<file path="config.mk">
export PLATFORM = sky130hd
export DESIGN_NAME = usb3_burst_rd_ctrl
export DESIGN_NICKNAME = d
export VERILOG_FILES = /design/src/rtl/usb3_burst_rd_ctrl.sv
export SDC_FILE = /design/constraint.sdc
export NUM_CORES = 1
export LEC_CHECK = 0
export CORE_AREA = 2 2 89 91
export DETAILED_ROUTE_END_ITERATION = 10
export DIE_AREA = 0 0 91 93
export HOLD_SLACK_MARGIN = 0.08
export PLACE_DENSITY = 0.77
export SLEW_MARGIN = 20
export SYNTH_ARGS = -nofsm -noshare
export SYNTH_HDL_FRONTEND = slang
export SYNTH_SLANG_ARGS = --single-unit
</file>
<file path="constraint.sdc">
create_clock -name clk -period 2.27 [get_ports clk]
set_input_delay 0.3405 -clock clk [delete_from_list [all_inputs] [get_ports clk]]
set_output_delay 0.3405 -clock clk [all_outputs]
set_load 0.005 [all_outputs]
</file>
<file path="src/rtl/usb3_burst_rd_ctrl.sv">
// FX3 slave-FIFO read-burst sequencer feeding the ram_cache write path.
// One burst per FX3 packet; returned words are re-timed by the FX3 read latency.
module usb3_burst_rd_ctrl #(
    parameter int         BURST_LEN  = 256,
    parameter int         RD_LATENCY = 2,
    parameter logic [1:0] FIFO_ADDR  = 2'b11,
    parameter int         IDLE_GAP   = 2
) (
    input  logic        clk,
    input  logic        rst,
    input  logic        enable,
    input  logic        USB3_FLAGA,
    input  logic        cache_ready,
    input  logic [31:0] usb_data_in,
    output logic        usb_slcs_n,
    output logic        usb_sloe_n,
    output logic        usb_slrd_n,
    output logic [1:0]  usb_addr,
    output logic [3:0]  usb_rd_state,
    output logic [31:0] data_out,
    output logic        data_valid,
    output logic        sof,
    output logic        burst_done,
    output logic [15:0] burst_cnt
);

    localparam int REQ_W  = $clog2(BURST_LEN + 1);
    localparam int WAIT_W = 8;

    typedef enum logic [3:0] {
        ST_IDLE  = 4'd0,
        ST_FLAG1 = 4'd1,
        ST_FLAG2 = 4'd2,
        ST_SETUP = 4'd3,
        ST_READ  = 4'd6,
        ST_DRAIN = 4'd7,
        ST_GAP   = 4'd8
    } rd_state_t;

    rd_state_t             state_r;
    rd_state_t             next_state_s;
    logic [REQ_W-1:0]      req_cnt_r;
    logic [REQ_W-1:0]      rx_cnt_r;
    logic [WAIT_W-1:0]     wait_r;
    logic [RD_LATENCY-1:0] rd_pipe_r;
    logic [RD_LATENCY-1:0] rd_pipe_next_s;
    logic                  tap_s;
    logic                  bus_on_s;
    logic                  rd_on_s;
    logic                  slcs_n_r;
    logic                  sloe_n_r;
    logic                  slrd_n_r;
    logic [1:0]            addr_r;
    logic [31:0]           data_r;
    logic                  valid_r;
    logic                  sof_r;
    logic                  done_r;
    logic [15:0]           cnt_r;

    // Next-state decode; flag and arming inputs only matter before SETUP
    always_comb begin
        next_state_s = state_r;
        case (state_r)
            ST_IDLE: begin
                if (enable && USB3_FLAGA && cache_ready) next_state_s = ST_FLAG1;
                else                                     next_state_s = ST_IDLE;
            end
            ST_FLAG1: begin
                if (USB3_FLAGA) next_state_s = ST_FLAG2;
                else            next_state_s = ST_IDLE;
            end
            ST_FLAG2: begin
                if (USB3_FLAGA) next_state_s = ST_SETUP;
                else            next_state_s = ST_IDLE;
            end
            ST_SETUP: next_state_s = ST_READ;
            ST_READ: begin
                if (req_cnt_r == REQ_W'(BURST_LEN - 1)) next_state_s = ST_DRAIN;
                else                                    next_state_s = ST_READ;
            end
            ST_DRAIN: begin
                if (wait_r == WAIT_W'(RD_LATENCY - 1)) next_state_s = ST_GAP;
                else                                   next_state_s = ST_DRAIN;
            end
            ST_GAP: begin
                if (wait_r == WAIT_W'(IDLE_GAP - 1)) next_state_s = ST_IDLE;
                else                                 next_state_s = ST_GAP;
            end
            default: next_state_s = ST_IDLE;
        endcase
    end

    // Pin strobes are decoded from the state being entered so the pin registers line up with state_r
    always_comb begin
        bus_on_s = 1'b0;
        rd_on_s  = 1'b0;
        case (next_state_s)
            ST_SETUP, ST_DRAIN: bus_on_s = 1'b1;
            ST_READ: begin
                bus_on_s = 1'b1;
                rd_on_s  = 1'b1;
            end
            default: begin
                bus_on_s = 1'b0;
                rd_on_s  = 1'b0;
            end
        endcase
    end

    // Read-latency shift of the asserted strobe; the oldest stage marks a word on the bus
    always_comb begin
        rd_pipe_next_s = rd_pipe_r;
        for (int i = RD_LATENCY - 1; i > 0; i--) begin
            rd_pipe_next_s[i] = rd_pipe_r[i-1];
        end
        rd_pipe_next_s[0] = ~slrd_n_r;
        tap_s             = rd_pipe_r[RD_LATENCY-1];
    end

    // State register with request and dwell counters
    always_ff @(posedge clk) begin
        if (rst) begin
            state_r   <= ST_IDLE;
            req_cnt_r <= {REQ_W{1'b0}};
            wait_r    <= {WAIT_W{1'b0}};
        end else begin
            state_r <= next_state_s;
            if (state_r == ST_READ && next_state_s == ST_READ) req_cnt_r <= req_cnt_r + REQ_W'(1);
            else                                               req_cnt_r <= {REQ_W{1'b0}};
            if (next_state_s != state_r)                        wait_r <= {WAIT_W{1'b0}};
            else if (state_r == ST_DRAIN || state_r == ST_GAP)  wait_r <= wait_r + WAIT_W'(1);
            else                                                wait_r <= {WAIT_W{1'b0}};
        end
    end

    // FX3 pin registers
    always_ff @(posedge clk) begin
        if (rst) begin
            slcs_n_r <= 1'b1;
            sloe_n_r <= 1'b1;
            slrd_n_r <= 1'b1;
            addr_r   <= 2'b00;
        end else begin
            slcs_n_r <= ~bus_on_s;
            sloe_n_r <= ~bus_on_s;
            slrd_n_r <= ~rd_on_s;
            addr_r   <= bus_on_s ? FIFO_ADDR : 2'b00;
        end
    end

    // Word capture, framing pulses and completed-burst counter; rx count runs independently of requests
    always_ff @(posedge clk) begin
        if (rst) begin
            rd_pipe_r <= {RD_LATENCY{1'b0}};
            data_r    <= 32'd0;
            valid_r   <= 1'b0;
            sof_r     <= 1'b0;
            done_r    <= 1'b0;
            rx_cnt_r  <= {REQ_W{1'b0}};
            cnt_r     <= 16'd0;
        end else begin
            rd_pipe_r <= rd_pipe_next_s;
            valid_r   <= tap_s;
            sof_r     <= tap_s && (rx_cnt_r == {REQ_W{1'b0}});
            if (tap_s) data_r <= usb_data_in;
            else       data_r <= data_r;
            if (rx_cnt_r == REQ_W'(BURST_LEN)) begin
                rx_cnt_r <= {REQ_W{1'b0}};
                done_r   <= 1'b1;
                cnt_r    <= cnt_r + 16'd1;
            end else begin
                done_r <= 1'b0;
                cnt_r  <= cnt_r;
                if (tap_s) rx_cnt_r <= rx_cnt_r + REQ_W'(1);
                else       rx_cnt_r <= rx_cnt_r;
            end
        end
    end

    assign usb_slcs_n   = slcs_n_r;
    assign usb_sloe_n   = sloe_n_r;
    assign usb_slrd_n   = slrd_n_r;
    assign usb_addr     = addr_r;
    assign usb_rd_state = state_r;
    assign data_out     = data_r;
    assign data_valid   = valid_r;
    assign sof          = sof_r;
    assign burst_done   = done_r;
    assign burst_cnt    = cnt_r;

endmodule
</file>
# --- After elaboration in Yosys (flattened, before gate mapping) ---
# Cells that the tools add are included.
word_totals:
  register_bits: 87
  in_bits: 37
  wordCells: 57
  out_inout_bits: 60
op_classes:
  add_sub_neg: 4
  eq_ne: 13
  n_reduce_logical: 11
  n_bitwise: 5
  n_mux: 11
op_table:
  columns: ["cell", "count"]
  rows:
  - ["$pmux 4 s7", 1]
  - ["$add 9x1->9 const B", 2]
  - ["$add 16x1->16 const B", 1]
  - ["$eq 4x3->1 const B", 4]
  - ["$eq 4x2->1 const B", 3]
  - ["$eq 9x8->1 const B", 1]
  - ["$eq 9x9->1 const B", 1]
  - ["$logic_not 9->1", 1]
  - ["$add 8x1->8 const B", 1]
  - ["$eq 8x1->1 const B", 1]
  - ["$mux 4", 2]
  - ["$mux 2", 3]
  - ["$reduce_or 3->1", 2]
  - ["$mux 1", 5]
  - ["$not 1->1", 5]
  - ["$eq 4x1->1 const B", 1]
  - ["$eq 4x4->1 const B", 1]
  - ["$logic_and 1x1->1", 4]
  - ["$logic_not 4->1", 1]
  - ["$ne 4x4->1", 1]
  - ["$reduce_or 2->1", 2]
  - ["$logic_or 1x1->1", 1]

# --- Longest topological paths before layout ---
# Gate-level depths: netlist of run 1.
logic_depth:
  depth_word: 8
  ltp_mapped: 8
  mapped_depth_nobuf: 8

# --- Least setup slack after synthesis of run 1 ---
# Ideal clock, no wire load.
synth_path:
  path_kind: "register -> register"
  start: "reg rx_cnt_r[0]"
  end: "reg cnt_r[11] (netlist: burst_cnt[11])"
  t_arrival_ns: 1.733
  path_buffers: 1
  slack_ns: 0.467
  synth_period_minus_slack_ns: 1.803
  setup_ns: 0.070
  t_required_ns: 2.200
  path_stages_with_launch: 8
  path_cell_list: "dfxtp_1 inv_1 ha_1 nor4b_4 nand3_2 buf_6 or4_1 a21oi_1"
synth_between:
  elab_chain_cells: 1
synth_rtl:
  columns: ["element", "line_no", "text"]
  rows:
  - ["start: declaration", "43", "logic [REQ_W-1:0] rx_cnt_r;"]
  - ["start signal: assignment", "159", "rx_cnt_r <= {REQ_W{1'b0}};"]
  - ["start signal: assignment", "168", "rx_cnt_r <= {REQ_W{1'b0}};"]
  - ["start signal: assignment", "174", "if (tap_s) rx_cnt_r <= rx_cnt_r + REQ_W'(1);"]
  - ["$eq 9x9->1", "167", "if (rx_cnt_r == REQ_W'(BURST_LEN)) begin"]
  - ["end signal: assignment", "170", "cnt_r <= cnt_r + 16'd1;"]
  - ["end signal: assignment", "173", "cnt_r <= cnt_r;"]
  - ["end: declaration", "58", "logic [15:0] cnt_r;"]
# No other way between the ends.
# A chain may end at the register's enable or synchronous reset.

# --- Final worst setup path of run 1 ---
layout_path:
  start: "reg rx_cnt_r[0]"
  end: "reg cnt_r[13] (netlist: burst_cnt[13])"
# The elaborated chain is that of the path after synthesis.

==> results of run 1 <==
## layout by cell type, fill, tap and decap left out, types with 2 or more instances in the layout
master                            netlist  routed
sky130_fd_sc_hd__clkdlybuf4s50_1        0      95
sky130_fd_sc_hd__dfxtp_1               86      85
sky130_fd_sc_hd__nor2_1                70      70
sky130_fd_sc_hd__mux2i_1               34      34
sky130_fd_sc_hd__xor2_1                16      16
sky130_fd_sc_hd__nand2_1               15      15
sky130_fd_sc_hd__nand3_1               14      14
sky130_fd_sc_hd__a21oi_1               12      12
sky130_fd_sc_hd__nand4_1               11      11
sky130_fd_sc_hd__xnor2_1               10      10
sky130_fd_sc_hd__clkbuf_8               0       9
sky130_fd_sc_hd__or4_1                  8       8
sky130_fd_sc_hd__inv_1                  7       7
sky130_fd_sc_hd__o31ai_1                7       7
sky130_fd_sc_hd__ha_1                   7       7
sky130_fd_sc_hd__buf_4                  2       6
sky130_fd_sc_hd__and3_1                 5       5
sky130_fd_sc_hd__and4_1                 5       5
sky130_fd_sc_hd__nor2b_1                5       5
sky130_fd_sc_hd__nor4b_1                4       4
sky130_fd_sc_hd__clkinv_2               0       3
sky130_fd_sc_hd__nor3_1                 2       2
sky130_fd_sc_hd__o21ai_0                2       2
sky130_fd_sc_hd__nor4_1                 2       2
sky130_fd_sc_hd__o21a_1                 2       2
sky130_fd_sc_hd__o211ai_1               2       2
sky130_fd_sc_hd__a21o_1                 2       2
sky130_fd_sc_hd__and4b_1                2       2
sky130_fd_sc_hd__inv_6                  0       2
## cells in the mapped netlist
library cell and n:
sky130_fd_sc_hd__and4b_1 2, sky130_fd_sc_hd__nand3_2 1, sky130_fd_sc_hd__nor3_1 2, sky130_fd_sc_hd__buf_4 2, sky130_fd_sc_hd__and2_1 1, sky130_fd_sc_hd__clkbuf_1 7
sky130_fd_sc_hd__nor4b_4 1, sky130_fd_sc_hd__or4_1 8, sky130_fd_sc_hd__o211ai_1 2, sky130_fd_sc_hd__mux2i_1 34, sky130_fd_sc_hd__and3_1 5, sky130_fd_sc_hd__buf_6 1
sky130_fd_sc_hd__nor4b_1 4, sky130_fd_sc_hd__nor3b_1 1, sky130_fd_sc_hd__buf_2 3, sky130_fd_sc_hd__nor2_1 70, sky130_fd_sc_hd__o31ai_1 7, sky130_fd_sc_hd__nor2b_1 5
sky130_fd_sc_hd__o21a_1 2, sky130_fd_sc_hd__dfxtp_1 86, sky130_fd_sc_hd__a32oi_1 1, sky130_fd_sc_hd__nand3_1 14, sky130_fd_sc_hd__and4_1 5, sky130_fd_sc_hd__inv_1 7
sky130_fd_sc_hd__buf_1 3, sky130_fd_sc_hd__a21oi_1 12, sky130_fd_sc_hd__nand2_1 15, sky130_fd_sc_hd__nor4_1 2, sky130_fd_sc_hd__nand4_1 11, sky130_fd_sc_hd__xor2_1 16
sky130_fd_sc_hd__a21bo_2 1, sky130_fd_sc_hd__nand4b_1 1, sky130_fd_sc_hd__o31a_1 1, sky130_fd_sc_hd__xnor2_1 10, sky130_fd_sc_hd__o211a_1 1, sky130_fd_sc_hd__nand3b_1 1
sky130_fd_sc_hd__o21ai_0 2, sky130_fd_sc_hd__ha_1 7, sky130_fd_sc_hd__a21o_1 2
## worst max-delay path: cells and delay by family, from the launching register on
kind	cells	cell delay, ps
and+or+nand+nor	3	1170
AOI/OAI and AO/OA	1	160
adders and majority gates	1	160
DFF	1	370
buffers and inverters	1	100
## flip-flops by register name, indices dropped and copies added (netlist names)
register      count
req_cnt_r         9
rx_cnt_r          9
wait_r            8
usb_sloe_n        1
usb_rd_state      4
data_valid        1
usb_slrd_n        1
data_out         32
rd_pipe_r         2
burst_cnt        16
burst_done        1
usb_addr          1
sof               1
## stage by stage
| stage | std cells | utilization, % | total power, mW |
|---|---|---|---|
| 5_1_grt | 560 | 62.43 | 2.760 |
| 2_1_floorplan | 356 | - | 1.569 |
| 3_3_place_gp | 544 | 59.84 | 1.641 |
| 4_1_cts | 560 | 62.43 | 2.694 |
| 3_5_place_dp | 544 | 59.84 | 1.643 |
| 6_report | 560 | 62.43 | 2.667 |
## logic make-up after synthesis
group           Yosys count
compound gates           31
xor+xnor                 26
fa+ha+maj                 7
buf+inv                  23
flops                    86
mux                      34
simple gates            149
## path summary, 6_finish.rpt
kind                start            end  slack (ps)  cells after the start
max           rx_cnt_r[0]  burst_cnt[13]         240                      6
min          rd_pipe_r[0]   rd_pipe_r[1]         420                      1
max reg2reg   rx_cnt_r[0]  burst_cnt[13]         240                      6
min reg2reg  rd_pipe_r[0]   rd_pipe_r[1]         420                      1
## where the power goes
group | internal, mW | switching, mW | total (mW)
combinational | 0.0625 | 0.0335 | 0.0960
sequential | 1.51 | 0.00225 | 1.51
clock | 0.513 | 0.548 | 1.06
## final cells by class
| class | instances | area [sq um] | area share [%] |
|---|---|---|---|
| inverter | 7 | 26.28 | 0.5591 |
| clock inverter | 7 | 71.32 | 1.518 |
| clock buffer | 9 | 123.9 | 2.636 |
| timing repair buffer | 102 | 1001 | 21.30 |
| sequential | 86 | 1723 | 36.66 |
| multi-input combinational | 247 | 1627 | 34.61 |
| tap | 102 | 127.6 | 2.716 |
## layer usage
| layer | GRT usage (%) | vias to the layer above | share of wire, % |
|---|---|---|---|
| met5 | 0 | - | 0 |
| met4 | 6.061 | 0 | 1.3 |
| met3 | 2.981 | 8 | 3.1 |
| met2 | 32.41 | 58 | 51 |
| met1 | 22.37 | 1359 | 44 |
| li1 | - | 1434 | - |
==> results.md, run 1 <==
Logic synthesis:
- After Yosys synthesis, and, or, nand and nor cells account for 22.17% of the synthesized area.
- The instance count of the mapped netlist is 356.
- After Yosys synthesis, full adders, half adders and majority gates account for around 2.5% of the synthesized area.
- Yosys printed 0 warnings.
- After synthesis, flip-flops and latches occupy 49.86% of the total area.
- In the post-synthesis netlist, the biggest area contributors are sky130_fd_sc_hd__dfxtp_1, sky130_fd_sc_hd__mux2i_1, sky130_fd_sc_hd__nor2_1.
- The synthesized netlist devotes 6.594% of its cell area to XOR and XNOR gates.
- The netlist area before placement is 3453 sq um.
- The count of different cell masters after synthesis is 39.
- In this run, synthesis produced a sequential element count of 86.
- The synthesized area per cell is 9.700 sq um.
- The largest family of logic cells by synthesized area is simple AND/OR/NAND/NOR gates.
- The fraction of post-synthesis cell area in the top cell type by area is 49.86%.
- The synthesized netlist devotes 5.942% of its cell area to compound gates.
- The mux cell area share after synthesis is about a tenth.
- The library cell occupying the most area in the post-synthesis netlist is sky130_fd_sc_hd__dfxtp_1.
- Synthesis produced a netlist with a net count of 400.

Global routing:
- The sum of overflow across all layers after global routing is 0.
- The overall track demand over capacity in global routing is 18.18%.
- The first global-routing pass estimated between 10 and 15 mm of wire.
- Entering global routing, the biggest net connects 38 pins.
- The via count of the first global-routing pass is between 2000 and 3000.
- The initial antenna violation count was 0.

Worst setup path:
- The startpoint-to-endpoint class of the critical path is reg -> reg.
- The largest individual stage delay along the critical path comes from the cell sky130_fd_sc_hd__or4_1.
- The sort of element at the start of the critical path is a flop.
- The kind of end point of the critical path is a flop.
- Along the worst path, the maximum fanout reaches 21.
- The worst endpoint required time is between 2000 and 3000 ps.
- For this run, the slowest stage of the critical path takes 600 ps.
- The critical path goes through inv_1, ha_1, nor4b_4, nand3_2, or4_1, a21oi_1.
- At the worst endpoint, the arrival time is roughly 2300 ps.

Floorplanning:
- The initialized floorplan defines 32 standard-cell rows.
- The area of the placeable core is 7527 sq um.
- For this configuration, the core starts out at a cell density of 45.88%.
- From left edge to right edge, the die measures 91 um.
- Pin placement for this block handled 97 I/O pins.
- The die is 93 um tall.
- The area enclosed by the die boundary is 8463 sq um.

STA:
- The final worst hold slack is approximately 420 ps.
- Setup violations remaining at the end of the flow were counted as 0.
- Counting I/O delays and the setup requirement, the final critical path takes 2029 ps.
- The setup slack after layout is 241.3 ps.
- Setup repair after global routing left no endpoint under its margin.
- The max-slew violation count is 0.
- Clock skew on the completed layout was measured at 15.64 ps.
- For the pin with the worst max-slew slack, the measured transition is 626.1 ps.
- The final period utilization is 89.37%.
- The final hold violation count came to 0.
- Setup total negative slack on the finished layout was measured at 0 ps.
- Headroom to the max-slew limit came out at 58.07%.
- Static timing analysis puts the maximum clock frequency at 492.9 MHz.

Clock network:
- TritonCTS built the clock tree.
- The number of sinks driven by the clock tree is 86.
- For the worst-skew pair, the clock arrives at the later sink with an insertion delay of about 350 ps.
- The root buffer selected by CTS is sky130_fd_sc_hd__clkbuf_8.
- After clock tree synthesis, the setup repair step added 0 buffers.
- CTS built an H-tree with a depth of 3.
- The number of clock buffers added by TritonCTS is 9.
- Clock-pin slew was measured on the worst setup and hold paths at 90 ps.
- The number of hold-repair buffers added at the cts stage is 0.
- Once the clock tree was built, the resizer swapped 0 gates to a different size.
- The number of buffers between clock root and the deepest sink is 2.

Cells and area:
- After routing the design area is 4700 sq um.
- The number of nets in the layout is 497.
- The post-route netlist has 5.895% of its cells at a drive strength greater than 1.
- The relative area change from synthesis to final layout is 36.09%.
- The number of antenna diodes in the final layout is 0.
- The filler cell count is 658.

Route:
- The number of routed nets with antenna violations is 0.
- The count of unresolved DRC violations after routing is 0.
- The first detailed-routing pass ran for 4 iterations.
- For this block, the initial DRC count from the detailed router was 65.
- The number of vias per cell after detailed routing is 5.105.
- The average routed wire per standard cell is 13.67 um.
- Wires add up to 7.654 mm.
- The count of vias placed by the detailed router is 2859.

Place:
- Detailed placement finished with a half-perimeter wire length of 5.579 mm.
- The routability congestion estimate is 0.7606.
- Input and output buffers added on the ports amount to 96.
- The minimum setup slack after placement is 259.5 ps.
- The placed instances occupy a cell area of 4504 sq um.

Outcome:
- The run finished with clean final reports.

Pwr:
- IR analysis of the VDD net gives a maximum drop of 0.3837 mV.
- The power density over the cells is 567.5 nW/um^2.
- The leakage power summed over all cells is 1.666 nW.

Worst hold path:
- The class of the tightest hold or removal check is reg -> reg.

Flow run:
- The tool flagged a number of max-cap violations equal to 0.
(Power assumes the default switching activity.)
==> run 2, diff against run 1 <==
- CORE_AREA: 2 2 89 91 -> 2 2 86 88
- DIE_AREA: 0 0 91 93 -> 0 0 88 90
- GPL_TIMING_DRIVEN: unset -> 0
- PLACE_DENSITY: 0.77 -> 0.81
- clock period: 2.27 -> 2.59 ns (I/O delays scaled with it)
==> results.md, run 2 (synthesis results as in run 1) <==
Outcome:
- Status: completed (unchanged).

STA:
- The actual transition at the worst max-transition pin was 763.4 ps (was 626.1 ps).
- The worst-case headroom to the max-slew limit came to 48.39% (was 58.07%).
- The final-report setup violation count is 0 (unchanged).
- The final period demand of the worst path is 2170 ps (was 2029 ps).
- The largest clock skew in the final design is 9.958 ps (was 15.64 ps).
- The summed negative setup slack over all endpoints was 0 ps (unchanged).
- The fmax is 460.8 MHz (was 492.9 MHz).
- The max-slew violation count is 0 (unchanged).
- The final hold violation count is 0 (unchanged).
- The final period utilization is 83.80% (was 89.37%).
- RSZ-0062 raised after global routing: no (unchanged).

Global routing:
- The sum of overflow across all layers after global routing is 0 (unchanged).
- The via count of the first global-routing pass is 2862 (was 2765).
- The global routing's busiest layer is met2 (unchanged).
- The routing usage on met3 is 3.673% (was 2.981%).
- The met2 routing resource usage after global routing is 33.90% (was 32.41%).
- The overall track demand over capacity in global routing is 21.02% (was 18.18%).
- The met1 capacity usage during global routing is 27.17% (was 22.37%).
- The pin count of the biggest net entering global routing came to 15 (was 38).
- The first-pass GRT wire length is 13.19 mm (was 12.70 mm).
- The initial antenna violation count came to 0 (unchanged).

Flow run:
- The number of max-cap violations is 0 (unchanged).

Worst setup path:
- The worst endpoint required time came to 2830 ps (was 2550 ps).
- The stage delay of the slowest cell on the critical path is 420 ps (was 600 ps).
- The cell type of the slowest stage on the worst timing path was sky130_fd_sc_hd__nor4b_4 (was sky130_fd_sc_hd__or4_1).
- The maximum fanout along the worst path is 10 (was 21).
- The critical path buffer and inverter count was 3 (was 1).
- The reg2reg setup slack came to 420 ps (was 240 ps).
- The startpoint-to-endpoint class of the critical path is reg -> reg (unchanged).
- The arrival time at the worst endpoint was 2410 ps (was 2300 ps).
- The kind of cell adding the most delay to the critical path is simple AND/OR/NAND/NOR gates (unchanged).
- The sort of element at the start of the critical path is a flop (unchanged).
- Crit-path cells: inv_1, ha_1, nor4b_4, nand3_2, buf_6, clkbuf_1, nand2_1, nor2_1 (was inv_1, ha_1, nor4b_4, nand3_2, or4_1, a21oi_1).
- The kind of end point of the critical path is a flop (unchanged).

Floorplanning:
- The number of standard-cell rows in the floorplan is 31 (was 32).
- The die height is 90 um (was 93 um).
- The area of the placeable core is 7020 sq um (was 7527 sq um).
- The effective utilization at floorplan is 49.19% (was 45.88%).
- The area enclosed by the die boundary is 7920 sq um (was 8463 sq um).
- The number of placed I/O pins came to 97 (unchanged).
- The die span in x was 88 um (was 91 um).

Clock network:
- The number of sinks driven by the clock tree came to 86 (unchanged).
- The number of hold-repair buffers added at the cts stage is 0 (unchanged).
- The number of buffers created by CTS is 9 (unchanged).
- The clock slew seen by the registers of the worst setup and hold paths was 90 ps (about the same).
- The number of buffers between clock root and the deepest sink is 2 (unchanged).
- The CTS tree is yes (unchanged).
- The H-tree depth was 3 (unchanged).
- The clock insertion delay at the later pin of the skew report is 350 ps (about the same).
- The number of setup buffers added after CTS was 0 (unchanged).
- The count of instances resized after the clock tree is built is 0 (unchanged).
- The root buffer selected by CTS is sky130_fd_sc_hd__clkbuf_8 (unchanged).

Place:
- The count of input and output buffers is 95 (was 96).
- The sum of net half-perimeters after detailed placement was 5.801 mm (was 5.579 mm).
- The number of instances in the placed design is 550 (was 544).
- The routability congestion estimate is 0.7955 (was 0.7606).

Pwr:
- The net switching power of the design is 519.3 uW (was 583.8 uW).
- The internal cell power came to 1.972 mW (was 2.083 mW).
- The power density over the cells is 523.4 nW/um^2 (was 567.5 nW/um^2).
- The switching power as a share of total power is 20.84% (was 21.89%).
- The leakage power summed over all cells is 1.687 nW (was 1.666 nW).
- The clock share of power is 43.4% (was 39.8%).
- The relative contribution of combinational cells to total power is 3.5% (was 3.6%).
- The sequential share of power is 53.1% (was 56.6%).
- The peak supply drop is 0.3786 mV (was 0.3837 mV).

Cells and area:
- The fraction of layout instances using a drive strength above 1 is 5.353% (was 5.895%).
- Most used cells in the layout excluding fill and tap cells: sky130_fd_sc_hd__clkdlybuf4s50_1, sky130_fd_sc_hd__dfxtp_1, sky130_fd_sc_hd__nor2_1, sky130_fd_sc_hd__mux2i_1, sky130_fd_sc_hd__xor2_1 (unchanged).
- The final antenna diode count is 0 (unchanged).
- The post-layout utilization of the core was 67.81% (was 62.43%).
- The most frequent standard cell in the layout excluding fill and tap cells was sky130_fd_sc_hd__clkdlybuf4s50_1 (unchanged).
- The number of nets in the layout is 506 (was 497).
- The relative area change from synthesis to final layout is 37.86% (was 36.09%).
- The filler-free cell count of the finished design was 566 (was 560).
- The number of flip-flops under the largest register name is 32 (unchanged).

Route:
- The detailed-router iteration count before antenna repair is 5 (was 4).
- The count of vias placed by the detailed router was 2918 (was 2859).
- The total length of routed wires was 8.164 mm (was 7.654 mm).
- The count of unresolved DRC violations after routing is 0 (unchanged).
- The initial DRC count is 84 (was 65).
- The number of vias per cell after detailed routing is 5.155 (was 5.105).
- The number of routed nets with antenna violations is 0 (unchanged).
- The average routed wire per standard cell is 14.42 um (was 13.67 um).

Worst hold path:
- The class of the tightest hold or removal check is reg -> reg (unchanged).
-- run 2: cell types whose count changed in the layout (fill, tap and decap cells not counted), moves of 2 or more --
cell,before,now
sky130_fd_sc_hd__clkinv_2,3,1
sky130_fd_sc_hd__clkbuf_8,9,11
sky130_fd_sc_hd__buf_4,6,2
sky130_fd_sc_hd__buf_2,1,3
sky130_fd_sc_hd__buf_1,0,3
sky130_fd_sc_hd__inv_6,2,0
sky130_fd_sc_hd__clkbuf_1,0,7
-- run 2: layout make-up --
cell class	instances	area (sq um)
plain buffers	16	78.83
clock buffers	11	151.4
clock inverters	5	81.33
fillers	559	2260
inverters	7	26.28
multi-input cells	247	1627
flip-flops and latches	86	1722
well taps	99	123.9
repair buffers	95	950.9
-- run 2: power by group through the flow --
stage | clock, mW | sequential (mW) | combinational (mW)
global route | 1.14 | 1.32 | 0.0944
CTS | 1.09 | 1.32 | 0.0872
detailed placement | 0 | 1.35 | 0.0860
global placement | 0 | 1.35 | 0.0848
finish | 1.08 | 1.32 | 0.0867
floorplan | 0 | 1.35 | 0.0216
-- run 2: worst paths after layout --
kind / endpoint / depth (start not counted) / start
worst max-delay path: rx_cnt_r[7] / 8 / rx_cnt_r[0]
worst min-delay path: rd_pipe_r[0] / 1 / usb_slrd_n
worst max register to register: rx_cnt_r[7] / 8 / rx_cnt_r[0]
worst min register to register: rd_pipe_r[0] / 1 / usb_slrd_n
-- run 2: stage by stage --
step / hold WS [ps] / total power [mW] / worst slack (ps) / cell area [sq um]
final: 448.2 / 2.492 / 419.6 / 4761
after global routing: 476.7 / 2.556 / 235.7 / 4761
after CTS: 455.7 / 2.498 / 420.0 / 4761
after detailed placement: 407.8 / 1.440 / 448.0 / 4528
after global placement: 416.2 / 1.439 / 470.8 / 4528
after floorplan: 401.0 / 1.375 / 786.7 / 3453
-- run 2: routing by layer --
metal / share of wire [%] / routed length, um
met5: 0 / 0
met1: 46 / 3757
met2: 49 / 4021
met3: 2.6 / 212
met4: 2.1 / 172
==> run 3, diff against run 2 <==
- CORE_AREA: 2 2 86 88 -> 2 2 89 91
- DIE_AREA: 0 0 88 90 -> 0 0 91 93
- PLACE_DENSITY: 0.81 -> 0.77
- clock period: 2.59 -> 2.15 ns (I/O delays scaled with it)
==> results.md, run 3 (synthesis results as in run 1) <==
STA:
- The actual transition at the worst max-transition pin came to 799.3 ps (was 763.4 ps).
- The setup slack after layout is 211.2 ps (was 419.6 ps).
- The fmax is 515.8 MHz (was 460.8 MHz).
- The final worst hold slack is 430.8 ps (was 448.2 ps).
- The max-slew violation count was 0 (unchanged).
- The summed negative setup slack over all endpoints came to 0 ps (unchanged).
- The worst-case headroom to the max-slew limit is 45.96% (was 48.39%).
- RSZ-0062 raised after global routing: no (unchanged).
- The final hold violation count is 0 (unchanged).
- The final-report setup violation count is 0 (unchanged).
- The final period utilization is 90.17% (was 83.80%).
- The final period demand of the worst path was 1939 ps (was 2170 ps).
- The largest clock skew in the final design came to 12.53 ps (was 9.958 ps).

Clock network:
- The root buffer selected by CTS is sky130_fd_sc_hd__clkbuf_8 (unchanged).
- The clock slew seen by the registers of the worst setup and hold paths is 90 ps (about the same).
- The number of buffers created by CTS was 9 (unchanged).
- The H-tree depth is 3 (unchanged).
- The count of instances resized after the clock tree is built is 0 (unchanged).
- The number of buffers between clock root and the deepest sink came to 2 (unchanged).
- The CTS tree was yes (unchanged).
- The clock insertion delay at the later pin of the skew report came to 350 ps (about the same).
- The number of sinks driven by the clock tree is 86 (unchanged).

Worst setup path:
- Crit-path cells: nor4b_1, nand3_1, or4_1, nand2_1 (was inv_1, ha_1, nor4b_4, nand3_2, buf_6, clkbuf_1, nand2_1, nor2_1).
- The startpoint-to-endpoint class of the critical path is reg -> reg (unchanged).
- The cell type of the slowest stage on the worst timing path is sky130_fd_sc_hd__nor4b_1 (was sky130_fd_sc_hd__nor4b_4).
- The kind of end point of the critical path is a flop (unchanged).
- The arrival time at the worst endpoint is 2230 ps (was 2410 ps).
- The maximum fanout along the worst path is 5 (was 10).
- The launch point of the worst reg-to-reg path is rx_cnt_r[8] (was rx_cnt_r[0]).
- The capture instance of the worst register-to-register path is burst_cnt[5] (was rx_cnt_r[7]).
- The stage delay of the slowest cell on the critical path is 690 ps (was 420 ps).
- The reg2reg setup slack is 210 ps (was 420 ps).
- The depth of the worst register-to-register path was 4 (was 8).
- The worst endpoint required time is 2450 ps (was 2830 ps).
- The sort of element at the start of the critical path is a flop (unchanged).

Floorplanning:
- The number of standard-cell rows in the floorplan is 32 (was 31).
- The die height is 93 um (was 90 um).
- The number of placed I/O pins was 97 (unchanged).
- The effective utilization at floorplan came to 45.88% (was 49.19%).
- The area of the placeable core is 7527 sq um (was 7020 sq um).
- The area enclosed by the die boundary was 8463 sq um (was 7920 sq um).
- The die span in x is 91 um (was 88 um).

Place:
- The minimum setup slack after placement was 9.585 ps (was 448.0 ps).
- The routability congestion estimate is 0.7794 (was 0.7955).
- The sum of net half-perimeters after detailed placement is 6.064 mm (was 5.801 mm).
- The count of input and output buffers is 95 (unchanged).
- The placed instance area is 4532 sq um (was 4528 sq um).

Global routing:
- The initial antenna violation count is 0 (unchanged).
- The overall track demand over capacity in global routing came to 19.16% (was 21.02%).
- The first-pass GRT wire length was 13.22 mm (was 13.19 mm).
- The via count of the first global-routing pass is 2868 (was 2862).
- The pin count of the biggest net entering global routing came to 14 (was 15).
- The sum of overflow across all layers after global routing is 0 (unchanged).

Route:
- The count of vias placed by the detailed router was 2912 (was 2918).
- The average routed wire per standard cell is 14.41 um (was 14.42 um).
- The number of routed nets with antenna violations is 0 (unchanged).
- The detailed-router iteration count before antenna repair is 4 (was 5).
- The total length of routed wires is 8.199 mm (was 8.164 mm).
- The count of unresolved DRC violations after routing is 0 (unchanged).
- The number of vias per cell after detailed routing is 5.118 (was 5.155).
- The initial DRC count was 53 (was 84).

Outcome:
- Status: completed (unchanged).

Cells and area:
- The number of nets in the layout is 506 (unchanged).
- The fraction of layout instances using a drive strength above 1 is 5.353% (unchanged).
- Most used cells in the layout excluding fill and tap cells: sky130_fd_sc_hd__clkdlybuf4s50_1, sky130_fd_sc_hd__dfxtp_1, sky130_fd_sc_hd__nor2_1, sky130_fd_sc_hd__mux2i_1, sky130_fd_sc_hd__xor2_1 (unchanged).
- The final antenna diode count is 0 (unchanged).
- The area of all placed cells without fillers is 4736 sq um (was 4761 sq um).
- The most frequent standard cell in the layout excluding fill and tap cells is sky130_fd_sc_hd__clkdlybuf4s50_1 (unchanged).
- The number of flip-flops under the largest register name came to 32 (unchanged).
- The relative area change from synthesis to final layout was 37.14% (was 37.86%).

Worst hold path:
- The worst hold path cell count came to 1 (unchanged).
- The class of the tightest hold or removal check is reg -> reg (unchanged).
- The worst min-delay path startpoint is usb_slrd_n (unchanged).
- The worst hold endpoint was rd_pipe_r[0] (unchanged).

Pwr:
- The total power draw is 2.833 mW (was 2.492 mW).
- The leakage power summed over all cells came to 1.681 nW (was 1.687 nW).
- The peak supply drop is 0.3402 mV (was 0.3786 mV).
- The power density over the cells came to 598.2 nW/um^2 (was 523.4 nW/um^2).

Flow run:
- The number of max-cap violations came to 0 (unchanged).
run 3: cell count changes in the layout (fill, tap and decap cells not counted):
cell / change
sky130_fd_sc_hd__bufinv_16: -1
sky130_fd_sc_hd__buf_4: +1
sky130_fd_sc_hd__clkinv_2: +2
sky130_fd_sc_hd__clkinvlp_4: -1
sky130_fd_sc_hd__clkinv_4: -1
run 3: per-layer routing:
layer,global-route usage [%],vias to the layer above,routed length (um)
li1,-,1448,-
met5,0,-,0
met3,3.062,14,308
met1,23.05,1384,3571
met4,7.197,0,172
met2,34.44,66,4146
run 3: how the worst max path moves through the flow:
stage,startpoint,endpoint,slack (ps)
final,rx_cnt_r[8],burst_cnt[5],210
after global placement,rx_cnt_r[0],rx_cnt_r[6],50
after floorplan,rx_cnt_r[0],burst_cnt[11],350
after CTS,rx_cnt_r[0],rx_cnt_r[0],120
after global routing,rx_cnt_r[8],burst_cnt[5],120
after detailed placement,rx_cnt_r[0],rx_cnt_r[3],10
run 3: stage by stage:
step,util [%],std cells
after floorplan,-,356
after global placement,60.21,553
after detailed placement,60.21,553
after CTS,62.97,570
after global routing,62.92,569
final,62.92,569
run 3: area by class of cell:
| class | count | area [sq um] |
|---|---|---|
| clock inverters | 4 | 45.04 |
| well taps | 102 | 127.6 |
| plain buffers | 15 | 75.07 |
| flip-flops and latches | 86 | 1722 |
| inverters | 7 | 26.28 |
| repair buffers | 96 | 958.4 |
| multi-input cells | 247 | 1627 |
| clock buffers | 12 | 155.1 |
| fillers | 649 | 2791 |
run 3: critical path, delay by kind of cell (launching register included):
kind	cells	cell delay, ps
and+or+nand+nor	4	1470
DFF	1	430
run 3: timing repair:
item / 4_1_cts / 5_1_grt
setup endpoints to repair: 9 / 9
hold buffers: 0 / 0
setup buffers: 1 / 0
pin swaps: 0 / 0
endpoints found under the hold margin: 0 / 0
run 3: report_power, final:
part	leakage, nW	switching (mW)	internal [mW]
logic	0.882	0.0388	0.0656
registers	0.692	0.00118	1.59
clock network	0.106	0.540	0.596
